### config.mk
export PLATFORM = sky130hd
export DESIGN_NAME = serial_ripple_sub
export DESIGN_NICKNAME = d
export VERILOG_FILES = /design/src/rtl/serial_ripple_sub.sv
export SDC_FILE = /design/constraint.sdc
export NUM_CORES = 1
export LEC_CHECK = 0
export CORE_ASPECT_RATIO = 0.5
export CORE_MARGIN = 3
export CORE_UTILIZATION = 29
export CTS_BUF_LIST = sky130_fd_sc_hd__clkbuf_2
export CTS_CLUSTER_DIAMETER = 30
export DETAILED_ROUTE_END_ITERATION = 8
export MAX_ROUTING_LAYER = met4
export PLACE_DENSITY = 0.59
export SKIP_LAST_GASP = 1
export SYNTH_ARGS = -nofsm -noshare
export SYNTH_HDL_FRONTEND = slang
export SYNTH_SLANG_ARGS = --single-unit
### constraint.sdc
create_clock -name clk -period 2.35 [get_ports clk]
set_input_delay 0.3525 -clock clk [delete_from_list [all_inputs] [get_ports clk]]
set_output_delay 0.3525 -clock clk [all_outputs]
set_load 0.1 [all_outputs]
### src/rtl/serial_ripple_sub.sv
// Bit-serial ripple subtractor: {bout,diff} = a - b - bin.
// A single full-subtractor cell is reused once per cycle, LSB first, with the
// ripple borrow carried between cycles in a flop. Operands arrive on a
// valid/ready request port and the result leaves on a valid/ready response
// port, WIDTH cycles after the request is accepted.
module serial_ripple_sub #(
  parameter int WIDTH = 4
) (
  input  logic             clk,
  input  logic             rst_n,
  input  logic             start_valid,
  output logic             start_ready,
  input  logic [WIDTH-1:0] a,
  input  logic [WIDTH-1:0] b,
  input  logic             bin,
  output logic             res_valid,
  input  logic             res_ready,
  output logic [WIDTH-1:0] diff,
  output logic             bout
);

  localparam int CW = $clog2(WIDTH + 1);
  localparam logic [CW-1:0] LAST = CW'(WIDTH - 1);

  typedef enum logic [1:0] {
    IDLE,
    RUN,
    DONE
  } state_t;

  state_t           state;
  logic [WIDTH-1:0] a_sh;
  logic [WIDTH-1:0] b_sh;
  logic [WIDTH-1:0] r_sh;
  logic [WIDTH-1:0] r_next;
  logic [CW-1:0]    cnt;
  logic             borrow;
  logic             d;
  logic             borrow_next;

  // Full-subtractor cell on the current LSBs; the new difference bit enters
  // the result register at the MSB so it is in place after WIDTH shifts.
  always_comb begin
    d           = a_sh[0] ^ b_sh[0] ^ borrow;
    borrow_next = (~a_sh[0] & b_sh[0]) | (~(a_sh[0] ^ b_sh[0]) & borrow);
    r_next      = r_sh >> 1;
    r_next[WIDTH-1] = d;
  end

  // Handshake flags are pure decodes of the state register.
  assign start_ready = (state == IDLE);
  assign res_valid   = (state == DONE);

  // Control FSM and datapath registers; the final RUN edge also loads the
  // output registers so diff/bout only ever change on DONE entry.
  always_ff @(posedge clk or negedge rst_n) begin
    if (!rst_n) begin
      state  <= IDLE;
      a_sh   <= '0;
      b_sh   <= '0;
      r_sh   <= '0;
      cnt    <= '0;
      borrow <= 1'b0;
      diff   <= '0;
      bout   <= 1'b0;
    end else begin
      case (state)
        IDLE: begin
          if (start_valid) begin
            a_sh   <= a;
            b_sh   <= b;
            borrow <= bin;
            r_sh   <= '0;
            cnt    <= '0;
            state  <= RUN;
          end
        end
        RUN: begin
          a_sh   <= a_sh >> 1;
          b_sh   <= b_sh >> 1;
          borrow <= borrow_next;
          r_sh   <= r_next;
          cnt    <= cnt + CW'(1);
          if (cnt == LAST) begin
            diff  <= r_next;
            bout  <= borrow_next;
            state <= DONE;
          end
        end
        DONE: begin
          if (res_ready) begin
            state <= IDLE;
          end
        end
        default: state <= IDLE;
      endcase
    end
  end

endmodule

# Word-level counts from Yosys, hierarchy flattened
# Cells that the tools add are included.
[op_classes] addsub=1 multipliers=0 div_mod_pow=0 order_cmp=0 n_eq_ne=6 n_shift=0 muxes=14 bitwise=7 reduce_logical=5
[op_table] op="4-bit case mux with 2 select lines" count=3
[op_table] op="4-bit 2-to-1 mux" count=3
[op_table] op="2-bit 2-to-1 mux" count=3
[op_table] op="2-bit case mux with 3 select lines" count=1
[op_table] op="3-bit case mux with 2 select lines" count=1
[op_table] op="2-bit != test, second input constant" count=2
[op_table] op="2-bit AND reduction" count=2
[op_table] op="3-bit by 1-bit adder with 3-bit output, second input constant" count=1
[op_table] op="3-bit by 2-bit == test with 1-bit output, second input constant" count=1
[op_table] op="3-bit 2-to-1 mux" count=1
[op_table] op="3-bit AND reduction" count=1
[op_table] op="1-bit bitwise AND" count=2
[op_table] op="2-bit by 1-bit == test with 1-bit output, second input constant" count=1
[op_table] op="2-bit == test, second input constant" count=1
[op_table] op="2-bit logical NOT" count=1
[op_table] op="2-bit by 1-bit != test with 1-bit output, second input constant" count=1
[op_table] op="1-bit inverter" count=2
[op_table] op="1-bit case mux with 2 select lines" count=1
[op_table] op="2-bit nonzero test" count=1
[op_table] op="1-bit XOR" count=2
[op_table] op="1-bit 2-to-1 mux" count=1
[op_table] op="1-bit bitwise OR" count=1
[totals] register_bits=23 latch_bits=0 mem_bits_rw=0 rom_bits=0 in_bits=13 out_inout_bits=7 elab_cells=41 n_memories=0

# Longest topological paths before layout
# Gate-level depths: netlist of run 1.
[depth] word_depth=5 ltp_mapped=4 ltp_nobuf=4

# Worst setup path after synthesis of run 1
# OpenSTA, ideal clock, no wires.
[synth_timing] path_type="register to register" startpoint="register state[0]" endpoint="register b_sh[0]" setup_ns=0.219 t_arrival_ns=2.123 required_ns=2.131 setup_slack_ns=0.008 path_stages_with_launch=4 n_path_buf=1 synth_period_minus_slack_ns=2.342 path_cell_list="dfrtp_1 > buf_6 > nor2_1 > a222oi_1"
[synth_between] elab_chain_len=3 word_cells_on_any_way=6 cone_classes="2 x eq/ne; 1 x mux; 3 x reduce/logical"
[synth_rtl] item="from (decl)" line="31" source="state_t state;"
[synth_rtl] item="from (signal assigned)" line="58" source="state <= IDLE;"
[synth_rtl] item="from (signal assigned)" line="75" source="state <= RUN;"
[synth_rtl] item="from (signal assigned)" line="87" source="state <= DONE;"
[synth_rtl] item="2-bit logical NOT (*)"
[synth_rtl] item="via start_ready" line="12" source="output logic start_ready,"
[synth_rtl] item="2-bit != test (no line) / 2-bit nonzero test (equally long branches)"
[synth_rtl] item="2-bit AND reduction (no line)"
[synth_rtl] item="to (signal assigned)" line="80" source="b_sh <= b_sh >> 1;"
[synth_rtl] item="to (decl)" line="33" source="logic [WIDTH-1:0] b_sh;"
# Mark *: on every way through the listed nets, which the timed path passes. The rest lies on a longest branch.
# A chain may end at the register's enable or synchronous reset.

# Final worst setup path of run 1
[layout_timing] startpoint="register state[0]" endpoint="output port res_valid"
[layout_between] elab_chain_len=1
[layout_rtl] item="2-bit == test" line="52" source="assign res_valid = (state == DONE);"
[layout_rtl] item="to (decl)" line="16" source="output logic res_valid,"
# Every way passes these cells.

==> results of run 1 <==
-- path summary, 6_finish.rpt --
path                                   to      from  cells past startpoint  slack (ps)
worst max-delay path            res_valid  state[0]                      3         490
worst min-delay path              diff[2]     rst_n                      2         350
worst max register to register    a_sh[0]  state[0]                      2         700
worst min register to register     cnt[0]    cnt[0]                      1         510
max in group asynchronous         b_sh[0]     rst_n                      2        1780
min in group clk                   cnt[0]    cnt[0]                      1         510
-- layout make-up --
| type | count | area, um2 | area share |
|---|---|---|---|
| inverters | 9 | 33.8 | 0.0268 |
| clock inverters | 1 | 3.75 | 0.00298 |
| well taps | 48 | 60.1 | 0.0477 |
| clock buffers | 3 | 15.0 | 0.0119 |
| flip-flops and latches | 22 | 551 | 0.437 |
| multi-input cells | 46 | 397 | 0.315 |
| repair buffers | 21 | 200 | 0.159 |
-- power by group --
| part | internal (W) | leakage, nW | switching, W |
|---|---|---|---|
| Sequential | 0.000550 | 0.272 | 0.000137 |
| Combinational | 0.000385 | 0.288 | 0.000647 |
| Clock | 0.0000370 | 0.0140 | 0.000107 |
| Total | 0.000971 | 0.574 | 0.000891 |
-- worst max-delay path, cell delays in order, from the launching register on --
cell	delay [ps]
sky130_fd_sc_hd__dfrtp_1	600
sky130_fd_sc_hd__nand2b_1	240
sky130_fd_sc_hd__inv_1	70
sky130_fd_sc_hd__buf_4	280
-- logic make-up after synthesis --
logic type | synth area share
AO/OA/AOI/OAI | 0.151
adder cells (fa/ha/maj) | 0.0446
buffers and inverters | 0.0631
flip-flops | 0.545
multiplexers | 0.0644
AND/OR/NAND/NOR | 0.132
-- cells in the final DEF (no fill, tap or decap) --
cell type and instances:
sky130_fd_sc_hd__nor2_1 1, sky130_fd_sc_hd__dfrtp_1 22, sky130_fd_sc_hd__nor3b_1 4, sky130_fd_sc_hd__clkbuf_2 3, sky130_fd_sc_hd__inv_1 9, sky130_fd_sc_hd__ha_1 2, sky130_fd_sc_hd__nor2b_1 4, sky130_fd_sc_hd__fa_1 1
sky130_fd_sc_hd__clkinv_1 1, sky130_fd_sc_hd__o21ba_2 1, sky130_fd_sc_hd__a22o_1 4, sky130_fd_sc_hd__nor4b_1 3, sky130_fd_sc_hd__a211oi_1 3, sky130_fd_sc_hd__a32o_1 1, sky130_fd_sc_hd__buf_12 1, sky130_fd_sc_hd__a21oi_1 1
sky130_fd_sc_hd__a221o_1 1, sky130_fd_sc_hd__and2_1 1, sky130_fd_sc_hd__nand2b_1 4, sky130_fd_sc_hd__o22ai_1 1, sky130_fd_sc_hd__o21ai_0 1, sky130_fd_sc_hd__buf_4 8, sky130_fd_sc_hd__a222oi_1 3, sky130_fd_sc_hd__nand3b_1 1
sky130_fd_sc_hd__mux2i_1 2, sky130_fd_sc_hd__clkdlybuf4s50_1 12, sky130_fd_sc_hd__o21bai_1 1, sky130_fd_sc_hd__o221a_2 1, sky130_fd_sc_hd__mux2_2 4, sky130_fd_sc_hd__or4b_1 1
-- flip-flops by register name (all words and copies together), names as in the netlist --
register and flops:
cnt 3, a_sh 4, b_sh 4, r_sh 3, bout 1, state 2, diff 4, borrow 1
-- per-layer routing --
metal,share of wire,wire (um),vias up
met3,0.047,89,2
met1,0.49,932,341
met2,0.45,863,15
li1,-,-,338
met5,0,0,-
met4,0.011,21,0
-- per-stage QoR --
stage / power (W) / cells / hold slack (ps) / utilization / setup slack [ps]
2_1_floorplan: 0.00149 / 82 / 56.9 / - / 7.89
3_3_place_gp: 0.00173 / 146 / 477 / 0.391 / 356
3_5_place_dp: 0.00174 / 146 / 486 / 0.391 / 285
4_1_cts: 0.00189 / 150 / 338 / 0.397 / 461
5_1_grt: 0.00199 / 150 / 341 / 0.397 / 341
6_report: 0.00186 / 150 / 346 / 0.397 / 494
==> out/summary.log, run 1 <==
INFO  clock_tree     clkSinkCount=22
INFO  synthesis      synth.distinct_cells=28
INFO  synthesis      synthMostInstantiatedCell=sky130_fd_sc_hd__dfrtp_1
INFO  clock_tree     cts_buffers=3
INFO  power_and_ir_drop peakVddDrop=0.380mV
INFO  route          first_iter_violations=46
INFO  synthesis      avgSynthCellArea=12.3um2
INFO  sta            min_period=1860ps
INFO  sta            max_slew_violation_count=0
INFO  clock_tree     cts_resized=0
INFO  synthesis      share_of_the_yosys_chip_area_belonging_to_registers=0.545
INFO  floorplanning  row_count=14
INFO  grt            globalRoute.totalOverflow=0
INFO  clock_tree     htree_levels=1
INFO  clock_tree     clk_transition_reported_paths=190ps
INFO  layout         postLayoutCellArea=1260um2
INFO  grt            grt_max_degree=23
INFO  hold_path      hp-class=primary input to asynchronous set/reset pin
INFO  grt            first_pass_grt_wire_length=3.10mm
INFO  clock_tree     maximum_clock_insertion_buffer_count=2
INFO  clock_tree     cts_hold_buffers=0
INFO  route          routed_vias=696
INFO  placement      placement.io_buffers=19
INFO  floorplanning  floorplan.die.height=47.8um
INFO  setup_path     crit_fanout=17
INFO  synthesis      syn_inst=82
INFO  layout         fillers=307
INFO  flow_run       max-cap-violations=0
INFO  synthesis      synth_top_area_cell=sky130_fd_sc_hd__dfrtp_1
INFO  grt            use_met3=0.0395
INFO  synthesis      ys_top_cells_by_area=sky130_fd_sc_hd__dfrtp_1, sky130_fd_sc_hd__mux2_2, sky130_fd_sc_hd__a22o_1, sky130_fd_sc_hd__inv_1, sky130_fd_sc_hd__a222oi_1
INFO  clock_tree     cts_setup_buffers=0
INFO  floorplanning  die_x=89.5um
INFO  layout         antenna_cells_inserted=0
INFO  sta            hold_violation_total_from_the_final_report=0
INFO  sta            slew_headroom=0.466
INFO  grt            use_met1=0.144
INFO  route          routed_via_density=4.64
INFO  route          postRouteWirelength=1.91mm
INFO  sta            clock.fmax=539MHz
INFO  setup_path     critPathRequiredTime=2000ps
INFO  outcome        run_status=completed
INFO  floorplanning  floorplan.initialDensity=0.319
INFO  placement      place.detailed.hpwl=1.37mm
INFO  synthesis      syn-num-nets=98
INFO  power_and_ir_drop power.static_leakage=0.574nW
INFO  placement      placement.cell_area=1240um2
INFO  setup_path     cp_data_arrival_time=1500ps
INFO  layout         final_net_count=119
INFO  synthesis      synth-edff-count=0
INFO  clock_tree     cts_tree=yes
INFO  grt            grt_antenna_before_repair=0
INFO  synthesis      synth_top_area_frac=0.545
INFO  synthesis      yosys_warnings=0
INFO  clock_tree     cts_root_buffer=sky130_fd_sc_hd__clkbuf_2
INFO  setup_path     critical_path.startpoint_type=register
INFO  setup_path     type_of_destination_of_the_critical_path=output port
INFO  synthesis      synth.ff_latch_count=22
INFO  grt            vias_in_the_first_global_route=634
INFO  power_and_ir_drop pwr_density_cell=1480nW/um2
INFO  sta            fin_tns_setup=0ps
INFO  synthesis      synth_ff_type=sky130_fd_sc_hd__dfrtp_1
INFO  synthesis      synth.top_cells.by_count=sky130_fd_sc_hd__dfrtp_1, sky130_fd_sc_hd__inv_1
INFO  synthesis      synthArstFlopShare=1.00
INFO  sta            min_period_over_period=0.790
INFO  floorplanning  pin_count=20
INFO  grt            grt_util_met2=0.138
INFO  floorplanning  fp.dieArea=4270um2
INFO  route          dr_pass1_iterations=4
INFO  grt            grtUsageTotal=0.103
INFO  floorplanning  core=3170um2
INFO  layout         layout-area-overhead-vs-synth=24.6%
INFO  placement      gpl.final_weighted_congestion=0.725
INFO  setup_path     timing_worst_setup_path_type=register to output port
INFO  route          routed_wire_length_per_instance=12.7um
INFO  sta            clock_skew=1.54ps
INFO  route          ant_nets=0
INFO  clock_tree     clock_insertion_delay_worst_skew=310ps
INFO  synthesis      netlist_area_pre_place=1010um2
INFO  grt            globalRoute.busiestLayer=met1
INFO  layout         final_layout_size_suffix_gt1_frac=0.176
INFO  sta            finalSetupViolCount=0
INFO  route          remaining_drc_errors=0
INFO  sta            setup_repair_after_global_routing_missed_its_margin=no
INFO  sta            worst-slew-pin-transition=799ps
Power figures use the tool's default switching activity.
==> inputs of run 2 (changes only) <==
==> constraint.sdc (replaced) <==
create_clock -name clk -period 1.8 [get_ports clk]
set_input_delay 0.27 -clock clk [delete_from_list [all_inputs] [get_ports clk]]
set_output_delay 0.27 -clock clk [all_outputs]
set_load 0.1 [all_outputs]
==> run 2 against run 1 <==
  * Count of clock-buffer cells in the layout unchanged
  * First-iteration DRC count up 2.2%
  * Sequential power up 31%
  * Combinational power up 37%
  * Flip-flop and latch count unchanged
  * Sequential share of layout area down 1.2 points
  * Clock skew up 2.7 ps
  * Cell count up 1.3%
  * Utilization up 1.3 points
  * Worst setup slack worse by 370 ps
  * Design area up 3.3%
  * Register-to-register slack worse by 460 ps
  * Critical path type unchanged
  * Largest cell class unchanged
  * Highest routed layer is now met3
==> out/summary.log, run 2 (synthesized netlist as in run 1, its figures left out) <==
INFO  setup_path     timing.reg2reg.setup_slack=240ps [-460 ps]
INFO  power_and_ir_drop cellInternalPower=0.00131W [+35%]
INFO  power_and_ir_drop switching_share=0.473 [-0.00482]
INFO  floorplanning  fp.dieArea=4270um2 [unchanged]
INFO  floorplanning  floorplan.die.height=47.8um [unchanged]
INFO  sta            min_period=1680ps
INFO  layout         most_common_cell_after_layout_fill_and_taps_aside=sky130_fd_sc_hd__dfrtp_1
INFO  sta            final_worst_hold_slack=270ps [-76.7 ps]
INFO  sta            min_period_over_period=0.933
INFO  grt            grtUsageTotal=0.103 [+0.000474]
INFO  placement      placement.cell_area=1280um2 [+3.0%]
INFO  route          ant_nets=0 [unchanged]
INFO  clock_tree     clock_insertion_delay_worst_skew=310ps [about the same]
INFO  setup_path     r2r_cells=2 [unchanged]
INFO  route          remaining_drc_errors=0 [unchanged]
INFO  floorplanning  row_count=14 [unchanged]
INFO  floorplanning  core=3170um2 [unchanged]
INFO  setup_path     reg2reg_from=state[0]
INFO  placement      place.detailed.hpwl=1.41mm [+3.5%]
INFO  sta            finalSetupViolCount=0 [unchanged]
INFO  clock_tree     maximum_clock_insertion_buffer_count=2 [unchanged]
INFO  power_and_ir_drop peakVddDrop=0.431mV [+14%]
INFO  layout         postLayoutCellArea=1300um2 [+3.3%]
INFO  grt            grt_antenna_before_repair=0 [unchanged]
INFO  grt            vias_in_the_first_global_route=658 [+3.8%]
INFO  setup_path     timing_worst_setup_path_type=register to output port
INFO  grt            globalRoute.totalOverflow=0 [unchanged]
INFO  floorplanning  pin_count=20 [unchanged]
INFO  route          routed_wire_length_per_instance=12.4um [-2.1%]
INFO  layout         final_net_count=122 [+2.5%]
INFO  hold_path      hp-class=primary input to asynchronous set/reset pin
INFO  sta            slew_headroom=0.439 [-0.0272]
INFO  floorplanning  die_x=89.5um [unchanged]
INFO  route          dr_pass1_iterations=4 [unchanged]
INFO  setup_path     startpoint_of_the_most_critical_setup_path=state[0]
INFO  grt            grt_util_met2=0.148 [+0.0102]
INFO  route          routed_vias=682 [-2.0%]
INFO  grt            first_pass_grt_wire_length=3.16mm [+2.0%]
INFO  power_and_ir_drop power.combinational.fraction=0.567 [+0.013]
INFO  grt            grt_max_degree=23 [unchanged]
INFO  power_and_ir_drop power.net_switching=0.00118W [+32%]
INFO  grt            use_met3=0.0309 [-0.00859]
INFO  setup_path     cp_data_arrival_time=1410ps [-90 ps]
INFO  sta            setup_repair_after_global_routing_missed_its_margin=no
INFO  layout         fillers=318 [+3.6%]
INFO  grt            globalRoute.busiestLayer=met2
INFO  power_and_ir_drop power.static_leakage=0.587nW [+2.4%]
INFO  layout         mostFrequentLayoutCells=sky130_fd_sc_hd__dfrtp_1, sky130_fd_sc_hd__clkdlybuf4s50_1, sky130_fd_sc_hd__buf_4, sky130_fd_sc_hd__inv_1
INFO  sta            clock.fmax=595MHz
INFO  layout         layout-area-overhead-vs-synth=28.7%
INFO  setup_path     type_of_destination_of_the_critical_path=output port
INFO  layout         final_layout_size_suffix_gt1_frac=0.231 [+0.0543]
INFO  clock_tree     cts_tree=yes
INFO  flow_run       max-cap-violations=0 [unchanged]
INFO  grt            use_met1=0.146 [+0.00243]
INFO  sta            hold_violation_total_from_the_final_report=0 [unchanged]
INFO  clock_tree     htree_levels=1 [unchanged]
INFO  setup_path     crit_fanout=13 [-4]
INFO  layout         antenna_cells_inserted=0 [unchanged]
INFO  placement      placement.io_buffers=19 [unchanged]
INFO  sta            worst-slew-pin-transition=840ps [+40.7 ps]
INFO  floorplanning  floorplan.initialDensity=0.319 [unchanged]
INFO  clock_tree     cts_root_buffer=sky130_fd_sc_hd__clkbuf_2
INFO  power_and_ir_drop post-layout-total-power=0.00249W [+34%]
INFO  setup_path     critical_path.startpoint_type=register
INFO  setup_path     critPathRequiredTime=1530ps [-470 ps]
INFO  layout         postLayoutCoreUtil=0.410 [+0.0130]
INFO  layout         largestRegisters=a_sh x4, b_sh x4, diff x4
INFO  placement      gpl.final_weighted_congestion=0.673 [-7.1%]
INFO  power_and_ir_drop share_seq_of_total_power=0.361 [-0.008]
INFO  sta            fin_tns_setup=0ps [unchanged]
INFO  setup_path     regToRegEndpoint=a_sh[0]
INFO  clock_tree     cts_buffers=3 [unchanged]
INFO  power_and_ir_drop pwr_density_cell=1910nW/um2 [+29%]
INFO  route          routed_via_density=4.49 [-3.3%]
INFO  clock_tree     clk_transition_reported_paths=180ps [about the same]
INFO  sta            max_slew_violation_count=0 [unchanged]
INFO  clock_tree     clkSinkCount=22 [unchanged]
INFO  sta            clock_skew=4.28ps [+2.75 ps]
INFO  route          first_iter_violations=47 [+2.2%]
INFO  route          postRouteWirelength=1.89mm [-0.84%]
INFO  outcome        run_status=completed
INFO  power_and_ir_drop power.clock.fraction=0.072 [-0.005]
-- run 2: what timing repair did --
item | in CTS | in global routing
endpoints found under the setup margin | 1 | 2
hold buffers | 0 | 0
gates resized for setup | 2 | 1
buffers inserted | 0 | 0
-- run 2: worst max path at each step --
stage                              to  slack [ps]  depth (start not counted)
final                     start_ready         120                          3
after floorplan               b_sh[0]          70                          3
after detailed placement      a_sh[0]          80                          3
after CTS                   res_valid          40                          3
after global routing      start_ready          30                          3
after global placement        a_sh[0]          90                          3
-- run 2: metal layers --
metal	routed length, um	vias to the layer above
met2	871	16
met5	0	-
li1	-	343
met1	949	323
met4	0	0
met3	70	0
-- run 2: worst max-delay path, stage by stage (launching register included) --
cell and delay (ps):
sky130_fd_sc_hd__dfrtp_2 530, sky130_fd_sc_hd__buf_4 180, sky130_fd_sc_hd__nor2_4 180, sky130_fd_sc_hd__buf_12 210
-- run 2: power groups by stage --
stage                     logic [W]  clock network (W)  registers, W
after floorplan            0.000780                  0       0.00117
after global placement      0.00140                  0      0.000901
after detailed placement    0.00141                  0      0.000907
final                       0.00141           0.000179      0.000899
after CTS                   0.00142           0.000191      0.000902
after global routing        0.00151           0.000206      0.000935
-- run 2: cell type report --
type | count | area [um2] | area share
inverter | 9 | 33.8 | 0.0260
timing repair buffer | 24 | 235 | 0.181
multi-input combinational | 46 | 404 | 0.311
sequential | 22 | 553 | 0.425
tap | 48 | 60.1 | 0.0462
clock buffer | 3 | 15.0 | 0.0115
-- run 2: per-stage QoR --
stage	std cells	setup slack (ps)
2_1_floorplan	82	67.6
3_3_place_gp	149	85.2
3_5_place_dp	149	80.4
4_1_cts	152	43.0
5_1_grt	152	27.3
6_report	152	120
